<file path="src/rtl/err_inj_pkg.sv">
// rtl/err_inj_pkg.sv - shared types and helpers for the channel error injector
package err_inj_pkg;

    typedef enum logic [1:0] {
        MODE_OFF        = 2'd0,
        MODE_PERIODIC   = 2'd1,
        MODE_RANDOM     = 2'd2,
        MODE_RAND_BURST = 2'd3
    } mode_e;

    typedef enum logic [1:0] {
        ST_IDLE  = 2'd0,
        ST_WAIT  = 2'd1,
        ST_BURST = 2'd2
    } state_e;

    // Galois taps for x^16 + x^14 + x^13 + x^11 + 1 (right-shifting form)
    localparam logic [15:0] LFSR_TAPS = 16'hB400;

    function automatic logic [5:0] popcount(input logic [31:0] v);
        logic [5:0] n;
        n = '0;
        for (int i = 0; i < 32; i++) begin
            n = n + {5'd0, v[i]};
        end
        return n;
    endfunction

endpackage

</file>
<file path="src/rtl/err_lfsr16.sv">
// rtl/err_lfsr16.sv - 16-bit Galois LFSR with seed reload and zero-seed guard
module err_lfsr16
    import err_inj_pkg::*;
#(
    parameter logic [15:0] SEED = 16'hACE1
) (
    input  logic        clk,
    input  logic        rst,
    input  logic        step,
    input  logic        load,
    input  logic [15:0] seed,
    output logic [15:0] value
);

    logic [15:0] value_q;
    logic [15:0] value_d;

    // A zero state would lock the register, so a zero reload falls back to SEED
    always_comb begin
        value_d = value_q;
        if (load) begin
            value_d = (seed == 16'd0) ? SEED : seed;
        end else if (step) begin
            value_d = (value_q >> 1) ^ (value_q[0] ? LFSR_TAPS : 16'd0);
        end
    end

    always_ff @(posedge clk or negedge rst) begin
        if (!rst) begin
            value_q <= SEED;
        end else begin
            value_q <= value_d;
        end
    end

    assign value = value_q;

endmodule

</file>
<file path="src/rtl/channel_err_injector.sv">
// rtl/channel_err_injector.sv - XOR-mask error injector between encoder and Viterbi decoder
module channel_err_injector
    import err_inj_pkg::*;
#(
    parameter int          SYM_W = 2,
    parameter int          PER_W = 8,
    parameter int          BL_W  = 4,
    parameter int          CNT_W = 16,
    parameter logic [15:0] SEED  = 16'hACE1
) (
    input  logic             clk,
    input  logic             rst,
    input  logic             enable_i,
    input  logic             clear_i,
    input  logic             valid_i,
    input  logic [SYM_W-1:0] sym_i,
    input  logic [1:0]       mode_i,
    input  logic [SYM_W-1:0] mask_i,
    input  logic [PER_W-1:0] period_i,
    input  logic [BL_W-1:0]  burst_len_i,
    input  logic [15:0]      thresh_i,
    input  logic             load_seed_i,
    input  logic [15:0]      seed_i,
    input  logic [CNT_W-1:0] max_words_i,
    output logic             valid_o,
    output logic [SYM_W-1:0] sym_o,
    output logic             err_flag_o,
    output logic [CNT_W-1:0] word_ct_o,
    output logic [CNT_W-1:0] err_word_ct_o,
    output logic [CNT_W-1:0] err_bit_ct_o
);

    localparam int CW1 = CNT_W + 1;
    localparam int BW1 = BL_W + 1;

    state_e           state_q;
    logic [PER_W-1:0] pcnt_q;
    logic [BL_W-1:0]  bcnt_q;
    logic             valid_q;
    logic [SYM_W-1:0] sym_q;
    logic             err_flag_q;
    logic [CNT_W-1:0] word_ct_q;
    logic [CNT_W-1:0] err_word_ct_q;
    logic [CNT_W-1:0] err_bit_ct_q;

    mode_e       mode;
    logic [15:0] lfsr;
    logic        rnd_hit;
    logic        pcnt_wrap;
    logic        per_hit;
    logic        trig;
    logic        in_window;
    logic        inj;
    logic        burst_last;
    logic [BL_W-1:0]  bl_eff;
    logic [CW1-1:0]   err_bit_sum;
    logic [CNT_W-1:0] err_bit_ct_d;

    assign mode      = mode_e'(mode_i);
    assign rnd_hit   = (lfsr < thresh_i);
    assign pcnt_wrap = (pcnt_q == (period_i - 1'b1));
    assign per_hit   = (period_i != '0) && pcnt_wrap;
    assign trig      = ((mode == MODE_PERIODIC) && per_hit) ||
                       ((mode == MODE_RAND_BURST) && rnd_hit);
    assign in_window = (word_ct_q < max_words_i);

    // Enable/mode drops act from the next cycle, so the current state decides injection
    assign inj = valid_i && !clear_i && in_window &&
                 ((state_q == ST_BURST) ||
                  ((state_q == ST_WAIT) && (mode == MODE_RANDOM) && rnd_hit));

    assign bl_eff     = (burst_len_i == '0) ? BL_W'(1) : burst_len_i;
    assign burst_last = (({1'b0, bcnt_q} + BW1'(1)) >= {1'b0, bl_eff});

    assign err_bit_sum  = {1'b0, err_bit_ct_q} + CW1'(popcount(32'(mask_i)));
    assign err_bit_ct_d = err_bit_sum[CNT_W] ? '1 : err_bit_sum[CNT_W-1:0];

    err_lfsr16 #(
        .SEED (SEED)
    ) u_lfsr (
        .clk   (clk),
        .rst   (rst),
        .step  (valid_i && !clear_i),
        .load  (load_seed_i),
        .seed  (seed_i),
        .value (lfsr)
    );

    always_ff @(posedge clk or negedge rst) begin
        if (!rst) begin
            state_q       <= ST_IDLE;
            pcnt_q        <= '0;
            bcnt_q        <= '0;
            valid_q       <= 1'b0;
            sym_q         <= '0;
            err_flag_q    <= 1'b0;
            word_ct_q     <= '0;
            err_word_ct_q <= '0;
            err_bit_ct_q  <= '0;
        end else begin
            valid_q    <= valid_i;
            sym_q      <= sym_i ^ (inj ? mask_i : '0);
            err_flag_q <= inj;

            if (clear_i) begin
                state_q       <= ST_IDLE;
                pcnt_q        <= '0;
                bcnt_q        <= '0;
                word_ct_q     <= '0;
                err_word_ct_q <= '0;
                err_bit_ct_q  <= '0;
            end else begin
                if (valid_i && !(&word_ct_q)) begin
                    word_ct_q <= word_ct_q + 1'b1;
                end
                if (inj) begin
                    if (!(&err_word_ct_q)) begin
                        err_word_ct_q <= err_word_ct_q + 1'b1;
                    end
                    err_bit_ct_q <= err_bit_ct_d;
                end
                // The period counter also runs through bursts so triggers stay on a fixed grid
                if (valid_i && (state_q != ST_IDLE)) begin
                    pcnt_q <= pcnt_wrap ? '0 : pcnt_q + 1'b1;
                end

                if (!enable_i || (mode == MODE_OFF)) begin
                    state_q <= ST_IDLE;
                    bcnt_q  <= '0;
                end else begin
                    case (state_q)
                        ST_IDLE: state_q <= ST_WAIT;
                        ST_WAIT: begin
                            if (valid_i && trig) begin
                                state_q <= ST_BURST;
                                bcnt_q  <= '0;
                            end
                        end
                        ST_BURST: begin
                            if (valid_i) begin
                                if (burst_last) begin
                                    state_q <= ST_WAIT;
                                    bcnt_q  <= '0;
                                end else begin
                                    bcnt_q <= bcnt_q + 1'b1;
                                end
                            end
                        end
                        default: state_q <= ST_IDLE;
                    endcase
                end
            end
        end
    end

    assign valid_o       = valid_q;
    assign sym_o         = sym_q;
    assign err_flag_o    = err_flag_q;
    assign word_ct_o     = word_ct_q;
    assign err_word_ct_o = err_word_ct_q;
    assign err_bit_ct_o  = err_bit_ct_q;

endmodule

</file>
<file path="config.mk">
export PLATFORM = sky130hd
export DESIGN_NAME = channel_err_injector
export DESIGN_NICKNAME = d
export VERILOG_FILES = /design/src/rtl/err_inj_pkg.sv /design/src/rtl/err_lfsr16.sv /design/src/rtl/channel_err_injector.sv
export SDC_FILE = /design/constraint.sdc
export NUM_CORES = 1
export LEC_CHECK = 0
export CAP_MARGIN = 40
export CORE_AREA = 2 2 115 117
export CTS_CLUSTER_SIZE = 30
export DETAILED_ROUTE_END_ITERATION = 6
export DIE_AREA = 0 0 117 119
export GPL_TIMING_DRIVEN = 1
export PLACE_DENSITY_LB_ADDON = 0.2
export SLEW_MARGIN = 20
export SYNTH_ARGS = -nofsm -noshare
export SYNTH_HDL_FRONTEND = slang
export SYNTH_SLANG_ARGS = --single-unit
</file>
<file path="constraint.sdc">
create_clock -name clk -period 4.4 [get_ports clk]
set_input_delay 0.66 -clock clk [delete_from_list [all_inputs] [get_ports clk]]
set_output_delay 0.66 -clock clk [all_outputs]
set_load 0.05 [all_outputs]
</file>
Word-level counts from Yosys, hierarchy flattened

Cells that the tools add are included.

$add $sub $neg: 8
Order comparisons: 3
Equality and inequality tests: 10
Multiplexer cells: 29
Bitwise gates (word level): 2
Reductions and logical operators: 33

Operators with widths:

| cell                                                                     | count |
|---|---|
| 16-bit two-way mux                                                       | 12 |
| 16-bit by 1-bit adder with 16-bit output (second input constant)         | 2 |
| 16-bit less-than comparator                                              | 2 |
| 16-bit AND reduction                                                     | 2 |
| 4-bit two-way mux                                                        | 6 |
| 8-bit two-way mux                                                        | 3 |
| 16-bit by 2-bit adder with 17-bit output                                 | 1 |
| 16-bit zero test                                                         | 1 |
| 15-bit by 16-bit bitwise XOR with 16-bit output                          | 1 |
| 2-bit two-way mux                                                        | 6 |
| 1-bit logical AND                                                        | 11 |
| 2-bit nonzero test                                                       | 5 |
| 8-bit by 1-bit adder with 8-bit output (second input constant)           | 1 |
| 8-bit == test                                                            | 1 |
| 4-bit by 3-bit inequality test with 1-bit output (second input constant) | 2 |
| 4-bit one-hot mux with 2 select lines                                    | 1 |
| 8-bit nonzero test                                                       | 1 |
| 8-bit by 1-bit subtractor with 8-bit output (second input constant)      | 1 |
| 2-bit == test (second input constant)                                    | 3 |
| 2-bit one-hot mux with 3 select lines                                    | 1 |
| 3-bit AND reduction                                                      | 2 |
| 4-bit by 1-bit adder with 5-bit output (second input constant)           | 1 |
| 5-bit by 4-bit greater-or-equal comparator with 1-bit output             | 1 |
| 4-bit by 1-bit adder with 4-bit output (second input constant)           | 1 |
| other kinds (11)                                                         | 17 |

Bits in registers: 82
Input bits: 72
Output and inout bits: 52
Word-level logic and storage cells: 95

Longest topological paths before layout

Gate-level depths: netlist of the first run.

Depth in word-level cells: 10
Depth in mapped cells: 11
Depth with buffers taken out: 10

Modules after synthesis

Synthesis of the first run repeated with hierarchy kept, for this count alone.

Cells, all modules: 603
Area total of the unflattened synthesis: 5525.3 µm²

Modules (own cells, without submodules):

| module               | times used | cells an instance | area each (µm²) | sequential area each (µm²) |
|---|---|---|---|---|
| channel_err_injector | 1          | 532               | 4688.2          | 1651.6 |
| err_lfsr16           | 1          | 71                | 837.1           | 410.4 |

Least setup slack after synthesis of the first run

Ideal clock, no wire load.

Path type: in2reg
From: input mask_i[0]
To: register err_bit_ct_q[2] (netlist: err_bit_ct_o[2])
Setup time: 0.099 ns
Data arrival time: 2.712 ns
Required time: 4.301 ns
Slack: 1.589 ns
Stages on the path: 10
Path buffers: 1
Cell sequence: inv_1 > fa_1 > inv_1 > ha_1 > and4_1 > and3_1 > clkbuf_1 > nand4_1 > and2_1 > a311oi_1

Longest elaborated chain between the ends: 5

RTL lines:

| item                                     | line                        | source |
|---|---|---|
| from (decl)                              | channel_err_injector.sv:18  | `input logic [SYM_W-1:0] mask_i,` |
| 1-bit by 1-bit adder with 2-bit output   | err_inj_pkg.sv:24           | `n = n + {5'd0, v[i]};` |
| 16-bit by 2-bit adder with 17-bit output | channel_err_injector.sv:75  | `assign err_bit_sum = {1'b0, err_bit_ct_q} + CW1'(popcount(32'(mask_i)));` |
| 16-bit two-way mux                       | channel_err_injector.sv:76  | `assign err_bit_ct_d = err_bit_sum[CNT_W] ? '1 : err_bit_sum[CNT_W-1:0];` |
| 16-bit two-way mux                       | channel_err_injector.sv:116 | `if (inj) begin` |
| 16-bit two-way mux                       | channel_err_injector.sv:105 | `if (clear_i) begin` |
| to (signal assigned)                     | channel_err_injector.sv:120 | `err_bit_ct_q <= err_bit_ct_d;` |
| to (decl)                                | channel_err_injector.sv:44  | `logic [CNT_W-1:0] err_bit_ct_q;` |

No other way between the ends. The select of a mux whose other input is x is not followed.
A chain may end at the register's enable or synchronous reset.

Final worst setup path of the first run

From: input mask_i[0]
To: register err_bit_ct_q[4] (netlist: err_bit_ct_o[4])

The elaborated chain is that of the path after synthesis.

==> results of run 1 <==
## worst max path at each step
stage | start | cells after the start | slack (ps) | to
6_report | mask_i[0] | 10 | 1150 | err_bit_ct_o[4]
5_1_grt | mask_i[0] | 10 | 830 | err_bit_ct_o[4]
4_1_cts | mask_i[0] | 10 | 1190 | err_bit_ct_o[4]
3_5_place_dp | mask_i[0] | 10 | 830 | err_bit_ct_o[5]
3_3_place_gp | mask_i[0] | 10 | 880 | err_bit_ct_o[5]
2_1_floorplan | mask_i[0] | 10 | 1590 | err_bit_ct_o[2]
## cell families (layout without fill, tap and decap cells)
group,after synthesis,in the layout
other cells,0,1
fa+ha+maj,42,42
xor+xnor,29,29
simple gates,217,217
buf+inv,67,194
flops,82,82
mux,26,26
compound gates,141,141
## final cells by class
cell class,count,area share
Clock buffer,9,0.0308
Tap cell,176,0.0301
Timing Repair Buffer,129,0.178
Sequential cell,82,0.282
Antenna cell,1,0.000342
Multi-Input combinational cell,455,0.445
Clock inverter,7,0.00941
Inverter,49,0.0251
## power by group
| part | switching, uW | total (uW) | leakage, uW | internal, uW |
|---|---|---|---|---|
| Sequential | 22.4 | 803 | 0.00109 | 781 |
| Clock | 311 | 750 | 0.000142 | 438 |
| Combinational | 142 | 282 | 0.00201 | 139 |
## cells in the mapped netlist, types with 12 or more instances
cell     instances  share of area
nor2_1          42          0.028
a21oi_1         33          0.030
nor2b_1         14          0.016
dfrtp_1         74           0.33
and3_1          17          0.019
inv_1           49          0.033
xnor2_1         18          0.028
mux2i_1         12          0.022
a31oi_1         17          0.019
o21ai_0         29          0.026
nand3_1         20          0.018
nand4_1         16          0.018
nand2_1         51          0.034
ha_1            41          0.092
## layout by cell type (no fill, tap or decap), drive strengths merged, types with 7 or more instances in the layout
cell,n
a21oi,34
a311oi,8
a31oi,17
and2,8
and3,18
buf,8
clkbuf,9
clkdlybuf4s50,121
dfrtp,74
dfstp,8
ha,41
inv,50
mux2,14
mux2i,12
nand2,52
nand3,20
nand4,17
nor2,42
nor2b,14
nor4,7
o21ai,32
o22a,9
xnor2,18
xor2,11
## metal layers
metal  up-vias  track usage  routed length (um)
li1       2446            -                   -
met4         0       0.0816                 273
met5         -            0                   0
met2       103        0.342                6660
met1      2363        0.282                6420
met3        17       0.0270                 510
## flip-flops by register name (all words and copies together), names as in the netlist
| signal | count |
|---|---|
| err_bit_ct_o | 16 |
| err_word_ct_o | 16 |
| u_lfsr.value | 16 |
| word_ct_o | 16 |
| pcnt_q | 8 |
| bcnt_q | 4 |
| state_q | 2 |
| sym_o | 2 |
| err_flag_o | 1 |
| valid_o | 1 |
## critical path, delay by kind of cell
kind	cells	cell delay [ps]
adders and majority gates	2	610
and+or+nand+nor	4	1340
AOI/OAI and AO/OA	1	270
buffers and inverters	3	610
## per-stage QoR
step                      instance area (um2)  instances  utilization
final                                    7320        908        0.568
after global routing                     7320        908        0.568
after CTS                                7310        907        0.568
after detailed placement                 7020        891        0.545
after global placement                   6970        889        0.541
after floorplan                          5590        604            -
==> impl_metrics.json, run 1 <==
{
  "dieArea_um2": 13900,
  "skew_ps": 11.1,
  "dr_total_vias": 4929,
  "irDropWorstVdd_v": 0.000176,
  "p_total_uw": 1830,
  "cpPeakStageDelay_ps": 470,
  "power_density_nw_per_um2": 251,
  "drv_cap": 0,
  "synth_xor_area_frac": 0.0455,
  "synth-compound-area-share": 0.175,
  "drv_slew": 0,
  "crit_type": "in -> reg",
  "ff2ff_setup_slack_ps": 1600,
  "portBuffers": 123,
  "area_delta_synth_final_pct": 31.0,
  "die_w_um": 117,
  "outcome": "complete, no violations",
  "seq_area_frac_synth": 0.369,
  "final.setup.tns_ps": 0,
  "root_buffer": "clkbuf_16",
  "critical_path.reg2reg.endpoint": "err_bit_ct_o[9]",
  "hold_ws_ps": 280,
  "synth_top_family_by_area": "simple AND/OR/NAND/NOR gates",
  "antenna_left": 0,
  "synth_top_flop_cell": "dfrtp_1",
  "syn-num-nets": 718,
  "cp_slowest_cell": "clkdlybuf4s50_1",
  "overflow": 0,
  "reg2regPathDepth": 9,
  "yosys.area_share.simple": 0.216,
  "worstSetupStartpointType": "input pin",
  "die_height_um": 119,
  "power_leakage_uw": 0.00324,
  "htree_levels": 3,
  "arrival_ps": 3490,
  "hp-class": "in -> async",
  "grt_max_degree": 48,
  "multi_input_area_um2": 3250,
  "synth-seq-cells": 82,
  "grt_pass1_wl_um": 23400,
  "cts.sinks": 82,
  "ctsHoldBuffers": 0,
  "synth_edf_count": 0,
  "row_count": 42,
  "end_kind": "register",
  "wl_per_cell_um": 15.3,
  "slew_headroom": 0.468,
  "netlist_area_um2": 5590,
  "grtUsageTotal": 0.210,
  "pre_cts_ws_ps": 833,
  "cts_max_path_buffers": 2,
  "rsz0062_at_grt": "false",
  "drt_wl_total_um": 13900,
  "crit_path_cell_trace": "clkdlybuf4s50_1, inv_1, fa_1, inv_1, ha_1, and4_1, and3_1, nand4_1, and2_1, a211oi_1",
  "drive_gt1_frac": 0.0889,
  "clk_pin_slew_worst_paths_ps": 70,
  "synthAdderAreaFrac": 0.0954,
  "muxShareOfSynthArea": 0.0504,
  "antenna_found_initial": 1,
  "first_global_vias": 5012,
  "yosys_warnings": 0,
  "syn_area_per_cell_um2": 9.25,
  "clk_latency_ps": 340,
  "gp_congestion": 0.827,
  "cts_tree": "done",
  "cts_inserted_buffers": 9,
  "cts_resized": 0,
  "start_util": 0.434,
  "worstPathMaxFanout": 10,
  "fmax_mhz": 308,
  "synthDistinctLibCells": 73,
  "required_ps": 4640,
  "worst_pin_slew_ps": 795,
  "post-cts-setup-buffers": 0,
  "regArea_um2": 2060,
  "n_fill_cell": 1198,
  "dp_hpwl_um": 10600,
  "async_flop_share": 1.00,
  "finalSetupViolCount": 0,
  "cpMostUsedCell": "inv_1",
  "drtIter0Drc": 214,
  "finalHoldViolations": 0,
  "core_area_um2": 12900,
  "first_pass_iters": 4,
  "viasPerCell": 5.43,
  "final.min_clock_period_ps": 3250,
  "synthCells": 604,
  "r2r_start": "u_lfsr.value[11]",
  "setup_ws_ps": 1150,
  "nets": 840,
  "pin_count": 124,
  "fin_crit_sh": 0.738,
  "drc": 0
}
No activity file was read; power rests on OpenSTA's default activity.
==> run 2: changes to the inputs <==
Clock period 4.4 ns to 3 ns, I/O delays scaled along.
==> impl_metrics.json, run 2 (synthesized netlist as in run 1, its figures left out) <==
{
  "outcome": "complete, no violations",
  "end_kind": "register",
  "power_density_nw_per_um2": 358,
  "grtUsageTotal": 0.208,
  "cp_slowest_cell": "clkdlybuf4s50_1",
  "first_pass_iters": 4,
  "regArea_um2": 2060,
  "cts_tree": "done",
  "post-cts-setup-buffers": 0,
  "cts_inserted_buffers": 9,
  "pin_count": 124,
  "dieArea_um2": 13900,
  "viasPerCell": 5.41,
  "drc": 0,
  "worst_pin_slew_ps": 665,
  "dp.cells": 904,
  "overflow": 0,
  "arrival_ps": 2990,
  "core_area_um2": 12900,
  "area_delta_synth_final_pct": 32.5,
  "final_common_cell": "clkdlybuf4s50_1",
  "grt_max_degree": 51,
  "start_util": 0.434,
  "fin_cells": 920,
  "crit_family": "compound AO/OA/AOI/OAI gates",
  "skew_ps": 9.86,
  "row_count": 42,
  "reg2regPathDepth": 8,
  "layout_common_cells": "clkdlybuf4s50_1 (121), dfrtp_1 (74), nand2_1 (51)",
  "crit_path_cell_trace": "clkdlybuf4s50_1, inv_1, ha_1, a211oi_1, o21ai_1, a21oi_1, buf_4, o21ai_2, a211oi_4, buf_12, a31oi_1, a311oi_1",
  "wl_per_cell_um": 15.2,
  "final.min_clock_period_ps": 2750,
  "cts.sinks": 82,
  "slew_headroom": 0.545,
  "fmax_mhz": 363,
  "cts_max_path_buffers": 2,
  "finalSetupViolCount": 0,
  "utilization": 0.575,
  "grt_pass1_wl_um": 23300,
  "antenna_found_initial": 0,
  "die_w_um": 117,
  "cts_resized": 0,
  "antennaDiodeCount": 0,
  "portBuffers": 123,
  "htree_levels": 3,
  "n_fill_cell": 1160,
  "nets": 853,
  "drt_wl_total_um": 14000,
  "final.setup.tns_ps": 0,
  "gp_congestion": 0.847,
  "required_ps": 3240,
  "die_height_um": 119,
  "drive_gt1_frac": 0.105,
  "hold_ws_ps": 103,
  "clk_pin_slew_worst_paths_ps": 70,
  "worstPathMaxFanout": 28,
  "hp-class": "in -> async",
  "crit_buf_inv": 4,
  "fin_crit_sh": 0.917,
  "worstSetupStartpointType": "input pin",
  "ff2ff_setup_slack_ps": 380,
  "clk_latency_ps": 340,
  "finalHoldViolations": 0,
  "dr_total_vias": 4981,
  "crit_type": "in -> reg",
  "rsz0062_at_grt": "false",
  "power_leakage_uw": 0.00329,
  "r2r_start": "word_ct_o[13]",
  "drtIter0Drc": 232,
  "ctsHoldBuffers": 0,
  "drv_cap": 0,
  "critical_path.reg2reg.endpoint": "err_bit_ct_o[2]",
  "first_global_vias": 4893,
  "drv_slew": 0,
  "irDropWorstVdd_v": 0.000268,
  "dp_hpwl_um": 10600,
  "cpPeakStageDelay_ps": 460,
  "antenna_left": 0,
  "multi_input_area_um2": 3250,
  "root_buffer": "clkbuf_16"
}
[run 2: how the worst max path moves through the flow]
stage,start,endpoint,slack (ps),depth (start not counted)
after floorplan,err_bit_ct_o[0],err_bit_ct_o[2],200,10
after global placement,max_words_i[15],err_bit_ct_o[5],-90,10
after detailed placement,max_words_i[14],err_bit_ct_o[12],-100,10
after CTS,max_words_i[14],err_bit_ct_o[2],250,10
after global routing,thresh_i[2],err_bit_ct_o[4],10,12
final,thresh_i[2],err_bit_ct_o[6],250,12
[run 2: report_power, final]
group,internal [uW],leakage [uW],switching [uW]
combinational,210,0.00207,210
sequential,1140,0.00109,32.7
clock,584,0.000131,473
[run 2: worst register-to-register path: stages (launching register included)]
cell	delay, ps
dfrtp_1	460
ha_1	330
nand4_1	160
or4_1	640
o21ai_1	240
a211oi_4	60
buf_12	170
and2_1	180
a311oi_1	280
[run 2: final cells by class]
class                   instances  area share
clock buffers                  10      0.0323
clock inverters                 6     0.00558
inverters                      49      0.0248
multi-input cells             455       0.439
flip-flops and latches         82       0.279
well taps                     176      0.0297
repair buffers                142       0.190
[run 2: stage by stage]
step | power, uW | cell area, um2 | setup slack (ps)
4_1_cts | 2680 | 7400 | 253
2_1_floorplan | 1410 | 5590 | 199
3_3_place_gp | 1600 | 7100 | -90.7
3_5_place_dp | 1620 | 7120 | -98.7
6_report | 2650 | 7400 | 248
5_1_grt | 2780 | 7400 | 10.1
[run 2: layer usage]
layer / up-vias / wire (um) / GRT usage
met5: - / 0 / 0
met4: 0 / 198 / 0.0640
met3: 17 / 690 / 0.0310
met2: 129 / 6740 / 0.348
met1: 2364 / 6390 / 0.278
li1: 2471 / - / -
==> run 3: changes to the inputs <==
Settings changed: CORE_AREA 2 2 115 117 to 2 2 113 115, DIE_AREA 0 0 117 119 to 0 0 115 117.
Clock period 3 ns to 2.2 ns, I/O delays scaled along.
==> impl_metrics.json, run 3 (synthesized netlist as in run 1, its figures left out) <==
{
  "outcome": "finished, violations left",
  "violations": "setup timing",
  "portBuffers": 123,
  "place_area_um2": 7780,
  "drv_cap": 0,
  "layout_common_cells": "clkdlybuf4s50_1 (101), buf_4 (100), dfrtp_1 (58)",
  "overflow": 0,
  "grt_pass1_wl_um": 26500,
  "crit_family": "flip-flops",
  "power_density_nw_per_um2": 447,
  "cts.sinks": 82,
  "area_delta_synth_final_pct": 58.9,
  "worst_pin_slew_ps": 604,
  "wl_per_cell_um": 16.6,
  "crit_path_cell_trace": "ha_4, nand4_1, a31oi_4, nor4_4, o21ai_4, buf_6, a21oi_4, buf_12, nand4_1, mux2_1",
  "nets": 949,
  "grt_max_degree": 51,
  "antenna_left": 0,
  "slew_headroom": 0.597,
  "cts_inserted_buffers": 9,
  "viasPerCell": 5.64,
  "cpPeakStageDelay_ps": 560,
  "skew_ps": 11.0,
  "drive_gt1_frac": 0.333,
  "required_ps": 2420,
  "gp_congestion": 0.887,
  "design_area_um2": 8880,
  "first_global_vias": 5572,
  "pin_count": 124,
  "rsz0062_at_grt": "true",
  "grtUsageTotal": 0.246,
  "power_leakage_uw": 0.00399,
  "dp_hpwl_um": 11600,
  "cpMostUsedCell": "nand4_1",
  "drc": 0,
  "drtIter0Drc": 306,
  "clk_latency_ps": 340,
  "core_area_um2": 12300,
  "end_kind": "register",
  "htree_levels": 3,
  "pre_cts_ws_ps": -728,
  "first_pass_iters": 5,
  "worstPathMaxFanout": 7,
  "crit_type": "reg -> reg",
  "antennaDiodeCount": 0,
  "final_common_cell": "clkdlybuf4s50_1",
  "die_w_um": 115,
  "clk_pin_slew_worst_paths_ps": 60,
  "fmax_mhz": 396,
  "dr_total_vias": 5574,
  "die_height_um": 117,
  "finalSetupViolCount": 35,
  "cp_slowest_cell": "dfstp_2",
  "arrival_ps": 2740,
  "drv_slew": 0,
  "cts_tree": "done",
  "start_util": 0.454,
  "row_count": 41,
  "finalHoldViolations": 0,
  "final.min_clock_period_ps": 2530,
  "worstSetupStartpointType": "register",
  "hp-class": "in -> async",
  "fin_crit_sh": 1.15,
  "root_buffer": "clkbuf_16",
  "setup_ws_ps": -325,
  "dieArea_um2": 13500,
  "irDropWorstVdd_v": 0.000336,
  "cts_max_path_buffers": 2,
  "antenna_found_initial": 0,
  "drt_wl_total_um": 16400,
  "crit_buf_inv": 2
}
## run 3: power by group
part | internal, uW | total (uW) | switching [uW]
clock network | 989 | 1600 | 615
logic | 390 | 766 | 376
registers | 1560 | 1600 | 36.9
## run 3: metrics by stage
step	util	total power, uW	TNS [ps]	instances	hold slack, ps
floorplan	-	1930	-4730	604	34.4
global placement	0.632	2260	-23140	956	206
detailed placement	0.632	2290	-27230	956	208
CTS	0.699	3950	-9110	986	391
global route	0.721	4140	-11690	989	411
finish	0.721	3970	-7880	989	393
## run 3: worst paths after layout
check | from | to | slack [ps] | cells after the start
worst max-delay path | u_lfsr.value[11] | err_word_ct_o[11] | -330 | 10
worst min-delay path | rst | u_lfsr.value[2] | 390 | 2
worst max register to register | u_lfsr.value[11] | err_word_ct_o[11] | -330 | 10
worst min register to register | err_word_ct_o[15] | err_word_ct_o[15] | 560 | 2
max in group asynchronous | rst | err_word_ct_o[0] | 1170 | 3
min in group clk | clear_i | word_ct_o[12] | 560 | 4
## run 3: layout make-up
class / instances / area, um2
inverters: 49 / 184
fillers: 897 / 3440
clock buffers: 10 / 229
clock inverters: 5 / 81.3
repair buffers: 238 / 2210
flip-flops and latches: 82 / 2080
well taps: 150 / 188
multi-input cells: 455 / 3900
## run 3: worst reg2reg max path, cell delays in order, from the launching register on
cell and delay, ps:
dfstp_2 560, ha_4 220, nand4_1 160, a31oi_4 120, nor4_4 280, o21ai_4 130, buf_6 140, a21oi_4 210
buf_12 150, nand4_1 100, mux2_1 330
## run 3: what timing repair did
action	4_1_cts	5_1_grt
setup buffers	12	6
setup endpoints to repair	43	42
hold buffers	1	0
pin swaps	51	39
hold endpoints to repair	8	0
resized for setup	75	58
gates cloned	2	0
## run 3: per-layer routing
metal  GRT usage  vias up  routed length (um)
met3      0.0412       18                 804
met4      0.0570        0                 190
li1            -     2656                   -
met1       0.320     2717                7090
met5           0        -                   0
met2       0.433      183                8310
